**src/rtl/noise_pkg.sv**
```systemverilog
// Shared widths, filter shift and output-state encoding for the noise sample shaper.
package noise_pkg;

  localparam int NOISE_DW        = 12;
  localparam int NOISE_DIV_W     = 16;
  localparam int NOISE_GAIN_W    = 8;
  localparam int NOISE_LPF_SHIFT = 2;

  typedef enum logic {
    OUT_EMPTY = 1'b0,
    OUT_FULL  = 1'b1
  } out_state_e;

endpackage

```
**src/rtl/noise_rate_div.sv**
```systemverilog
// Sample-rate divider: counts 0..i_div while enabled and ticks on the wrap cycle.
module noise_rate_div #(
  parameter int DIV_W = 16
) (
  input  logic             i_clk,
  input  logic             i_rst,
  input  logic             i_en,
  input  logic [DIV_W-1:0] i_div,
  output logic             o_tick
);

  logic [DIV_W-1:0] count_q;
  logic [DIV_W-1:0] count_d;

  assign o_tick = i_en && (count_q == i_div);

  always_comb begin
    count_d = count_q + {{(DIV_W-1){1'b0}}, 1'b1};
    if (!i_en || o_tick) begin
      count_d = '0;
    end
  end

  always_ff @(posedge i_clk or negedge i_rst) begin
    if (!i_rst) begin
      count_q <= '0;
    end else begin
      count_q <= count_d;
    end
  end

endmodule

```
**src/rtl/noise_sample_shaper.sv**
```systemverilog
// Samples a random word at a programmable rate, scales it by (gain+1)/256 and hands it
// downstream through a one-entry output register. Define NOISE_LPF_EN to add a one-pole low-pass.
module noise_sample_shaper
  import noise_pkg::*;
#(
  parameter int DW    = NOISE_DW,
  parameter int DIV_W = NOISE_DIV_W
) (
  input  logic                    i_clk,
  input  logic                    i_rst,
  input  logic [DW-1:0]           i_rnd,
  input  logic                    i_en,
  input  logic [DIV_W-1:0]        i_div,
  input  logic [NOISE_GAIN_W-1:0] i_gain,
  input  logic                    i_ready,
  input  logic                    i_clr_ovf,
  output logic [DW-1:0]           o_data,
  output logic                    o_valid,
  output logic                    o_ovf
);

  logic tick;

  noise_rate_div #(.DIV_W(DIV_W)) u_rate_div (
    .i_clk  (i_clk),
    .i_rst  (i_rst),
    .i_en   (i_en),
    .i_div  (i_div),
    .o_tick (tick)
  );

  logic [DW-1:0] s1_q;
  logic          s1_vld_q;

  always_ff @(posedge i_clk or negedge i_rst) begin
    if (!i_rst) begin
      s1_q     <= '0;
      s1_vld_q <= 1'b0;
    end else begin
      s1_vld_q <= tick;
      if (tick) begin
        s1_q <= i_rnd;
      end
    end
  end

  // Gain is read here, in the cycle the sample leaves S1, not when it was captured.
  logic [NOISE_GAIN_W:0]       gain_p1;
  logic [DW+NOISE_GAIN_W:0]    prod;
  logic [DW-1:0]               scaled;

  assign gain_p1 = {1'b0, i_gain} + {{NOISE_GAIN_W{1'b0}}, 1'b1};
  assign prod    = {{(NOISE_GAIN_W+1){1'b0}}, s1_q} * {{DW{1'b0}}, gain_p1};
  assign scaled  = DW'(prod >> NOISE_GAIN_W);

  logic [DW-1:0] res_data;
  logic          res_vld;

`ifdef NOISE_LPF_EN
  logic signed [DW+1:0] y_q;
  logic signed [DW+1:0] y_d;
  logic signed [DW+1:0] diff;
  logic                 y_vld_q;

  assign diff = signed'({2'b00, scaled}) - y_q;
  assign y_d  = y_q + (diff >>> NOISE_LPF_SHIFT);

  always_ff @(posedge i_clk or negedge i_rst) begin
    if (!i_rst) begin
      y_q     <= '0;
      y_vld_q <= 1'b0;
    end else begin
      y_vld_q <= s1_vld_q;
      if (s1_vld_q) begin
        y_q <= y_d;
      end
    end
  end

  always_comb begin
    res_data = y_q[DW-1:0];
    if (y_q[DW+1]) begin
      res_data = '0;
    end else if (y_q[DW]) begin
      res_data = '1;
    end
  end
  assign res_vld = y_vld_q;
`else
  assign res_data = scaled;
  assign res_vld  = s1_vld_q;
`endif

  out_state_e    state_q;
  logic [DW-1:0] data_q;
  logic          ovf_q;
  logic          drop;

  // A result that finds the register full and not being drained is lost.
  assign drop = res_vld && (state_q == OUT_FULL) && !i_ready;

  always_ff @(posedge i_clk or negedge i_rst) begin
    if (!i_rst) begin
      state_q <= OUT_EMPTY;
      data_q  <= '0;
      ovf_q   <= 1'b0;
    end else begin
      if (drop) begin
        ovf_q <= 1'b1;
      end else if (i_clr_ovf) begin
        ovf_q <= 1'b0;
      end
      if (state_q == OUT_EMPTY) begin
        if (res_vld) begin
          state_q <= OUT_FULL;
          data_q  <= res_data;
        end
      end else if (i_ready) begin
        if (res_vld) begin
          data_q <= res_data;
        end else begin
          state_q <= OUT_EMPTY;
        end
      end
    end
  end

  assign o_data  = data_q;
  assign o_valid = (state_q == OUT_FULL);
  assign o_ovf   = ovf_q;

endmodule

```
**config.mk**
```make
export PLATFORM = sky130hd
export DESIGN_NAME = noise_sample_shaper
export DESIGN_NICKNAME = d
export VERILOG_FILES = /design/src/rtl/noise_pkg.sv /design/src/rtl/noise_rate_div.sv /design/src/rtl/noise_sample_shaper.sv
export SDC_FILE = /design/constraint.sdc
export NUM_CORES = 1
export LEC_CHECK = 0
export BUFFER_PORTS_ARGS = -buffer_cell sky130_fd_sc_hd__buf_2
export CAP_MARGIN = 40
export CORE_UTILIZATION = 25
export DETAILED_ROUTE_END_ITERATION = 8
export GPL_TIMING_DRIVEN = 0
export SLEW_MARGIN = 20
export SYNTH_ARGS = -nofsm -noshare
export SYNTH_HDL_FRONTEND = slang
export SYNTH_HIERARCHICAL = 1
export SYNTH_SLANG_ARGS = --single-unit
```
**constraint.sdc**
```tcl
create_clock -name i_clk -period 7.28 [get_ports i_clk]
set_input_delay 1.82 -clock i_clk [delete_from_list [all_inputs] [get_ports i_clk]]
set_output_delay 1.82 -clock i_clk [all_outputs]
set_load 0.1 [all_outputs]
```
==> flow_summary.toml <==
[sta]
hold_violations = 0
fmax_mhz = 144
rsz0062_at_grt = "false"
skew_ns = 0.00461
whs_ns = 0.475
slew_headroom_pct = 57.8
drv_slew = 0
period_needed_ns = 6.96
setup_viol = 0
tightestPinTransition_ns = 0.634
fin_crit_sh_pct = 95.6

[yosys]
muxShareOfSynthArea_pct = 2.68
ys_warn_count = 6
synth_edf_count = 0
synthCells = 588
yosysSeqAreaShare_pct = 19.9
synth_area_sq_mm = 0.00541
synth_compound_area_share_pct = 6.94
synthTopCellsByArea = "fa_1 (26%), dfrtp_1 (20%), ha_1 (8.6%)"
synth_flop_cell = "dfrtp_1"
yosysTopAreaCell = "fa_1"
synthArstFlopShare_pct = 100
synth.distinct_cells = 46
ys_ff_latch = 43
synth_fa_ha_area_share_pct = 34.1
syn_area_per_cell_sq_um = 9.20
synth_top_family_by_area = "adder cells"
synth_top_cell_area_share_pct = 25.5
synth-xor-area-share_pct = 7.61
syn_nets = 735
post_synth_and_or_nand_nor_area_fraction_pct = 20.4

[detailed_routing]
detail_route.vias_per_cell = 4.44
dr_total_vias = 4108
wire_per_inst_um = 13.1
antenna_left = 0
first_iter_violations = 131
firstDrtPassIters = 5
route.detailed.drc = 0
drt_wl_total_mm = 12.1

[worst_setup_path]
worstSetupPathType = "in2reg"
cpMostUsedCell = "fa_1"
crit_slowest_cell = "fa_1"
crit_start = "i_gain[0]"
reg2reg_from = "s1_q[5]"
critPathCaptureType = "flip-flop"
path_cells = "buf_2 -> ha_1 -> nand3_1 -> nor2_1 -> xnor2_1 -> clkbuf_2 -> nand2b_1 -> fa_1 -> fa_1 -> inv_1 -> fa_1 -> inv_1 -> fa_1 -> inv_1 -> ha_1 -> a2111oi_4 -> o21ai_2 -> a31oi_2 -> a21oi_1 -> or3_1 -> a31oi_1"
crit_required_ns = 7.49
path_max_fanout = 10
crit_path_max_incr_delay_ns = 0.55
arrival_ns = 7.17
startpoint_type = "input port"
crit_family = "adder cells"
path_buf_inv = 5

[grt]
grt_first_pass_wirelength_mm = 20.2
grt_antenna_before_repair = 0
grt_pass1_vias = 4011
grt_util_met2_pct = 18.7
gr-usage-met3_pct = 1.68
top_usage_layer = "met2"
grtUsageMet1_pct = 16.2
overflow = 0
track_usage_pct = 11.5
grt_max_degree = 23

[power_and_ir_drop]
p_sw_mw = 0.140
power_mw = 0.601
swShare_pct = 23.3
p_leak_nw = 3.08
pwr-share-seq_pct = 40.3
powerDensity_mw_per_mm2 = 96.2
p_comb_share_pct = 8.9
irDropWorstVdd_mv = 0.0884
pwr-share-clk_pct = 50.7
internal-power_mw = 0.461

[cells_and_area]
fin_area_sq_mm = 0.00625
most-common-layout-cells = "inv_1 (92), fa_1 (69), nand2_1 (60)"
nets = 797
antenna_cells = 0
drive_gt1_share_pct = 13.5
fill_cells = 2277
area_delta_synth_final_pct = 15.5
mostFrequentLayoutCell = "inv_1"

[clocking]
cts_tree = "done"
post_cts_resized = 0
clockRootBuffer = "clkbuf_16"
cts_buffers = 5
clock_sinks = 43
cts_buffer_depth = 2
post_cts_buffers = 0
cts_max_level = 2
clk_pin_slew_ns = 0.07
cts.hold.buffers_added = 0
clock_latency_ns = 0.29

[status]
status = "finished, final reports clean"

[floorplanning]
die_x_um = 149
die-area_sq_mm = 0.0222
initial_core_util_pct = 25.7
coreArea_sq_mm = 0.0211
io_pins = 55
row_count = 53
dieHeight_um = 149

[placement]
place_congestion = 0.810
placed_area_sq_mm = 0.00605
hpwlAfterDp_mm = 10.1
port_buffers = 54

[flow_run]
maxCapViolCount = 0

[min_path]
worstHoldStart = "o_data[8]"
hp-class = "reg2reg"
## state kept, by name, indices dropped and copies added (netlist names)
register / cells
o_data: 12
o_valid: 1
o_ovf: 1
res_vld: 1
s1_q: 12
u_rate_div/count_q: 16
## kinds of logic (layout without fill, tap and decap cells)
logic type	after synthesis	after routing
AND/OR/NAND/NOR	210	210
adder cells (fa/ha/maj)	106	106
AO/OA/AOI/OAI	53	53
flip-flops	43	43
XOR/XNOR	47	47
buffers and inverters	116	179
multiplexers	13	13
## synthesized netlist by cell type (4+ instances only)
master    instances
a21oi_1          13
and2_1           30
and3_1            4
clkbuf_1         20
dfrtp_1          43
fa_1             69
ha_1             37
inv_1            92
mux2_2           12
nand2_1          60
nand2b_1         20
nand3_1          12
nand4_1          12
nor2_1           24
nor2b_1          27
nor3_1           10
nor4_1            4
o21ai_0           4
o21ai_1          10
o21bai_1          4
xnor2_1          39
xor2_1            8
## worst min-delay path: cells and delay by family, from the launching register on
kind	cells	cell delay (ns)
AOI/OAI and AO/OA	1	0.05
DFF	1	0.34
and+or+nand+nor	1	0.05
## path summary, 6_finish.rpt
| check | slack, ns | cells past startpoint | end |
|---|---|---|---|
| min in group asynchronous | 1.54 | 1 | s1_q[0] |
| setup reg to reg | 2.45 | 16 | o_data[11] |
| hold / removal | 0.47 | 2 | o_data[8] |
| setup / recovery | 0.32 | 21 | o_data[11] |
| max in group asynchronous | 5.21 | 2 | o_data[3] |
| hold reg to reg | 0.47 | 2 | o_data[8] |
## area by class of cell
class / count / area (sq um) / area share, %
Timing Repair Buffer: 55 / 298 / 4.76
Tap cell: 275 / 344 / 5.50
Buffer: 24 / 109 / 1.74
Inverter: 92 / 345 / 5.52
Clock inverter: 3 / 71.3 / 1.14
Multi-Input combinational cell: 429 / 3880 / 62.1
Sequential cell: 43 / 1080 / 17.2
Clock buffer: 5 / 125 / 2.00
## power groups by stage
stage | Clock [mW] | Combinational (mW) | Sequential, mW
3_3_place_gp | 0 | 0.0523 | 0.247
5_1_grt | 0.324 | 0.0595 | 0.243
2_1_floorplan | 0 | 0.0242 | 0.247
6_report | 0.305 | 0.0537 | 0.243
3_5_place_dp | 0 | 0.0542 | 0.247
4_1_cts | 0.314 | 0.0543 | 0.242
## stage by stage
step	std cells	TNS (ns)	setup WS, ns	utilization (%)
2_1_floorplan	588	0	0.732	-
3_3_place_gp	917	-0.131	-0.131	28.6
3_5_place_dp	918	-0.0935	-0.0935	28.7
4_1_cts	926	0	0.164	29.6
5_1_grt	926	0	0.0361	29.6
6_report	926	0	0.319	29.6
## layer usage
metal | up-vias | routed length [um]
met5 | - | 0
met4 | 0 | 67
met3 | 7 | 623
met2 | 85 | 5780
met1 | 2042 | 5650
li1 | 1974 | -
Power figures use the tool's default switching activity.
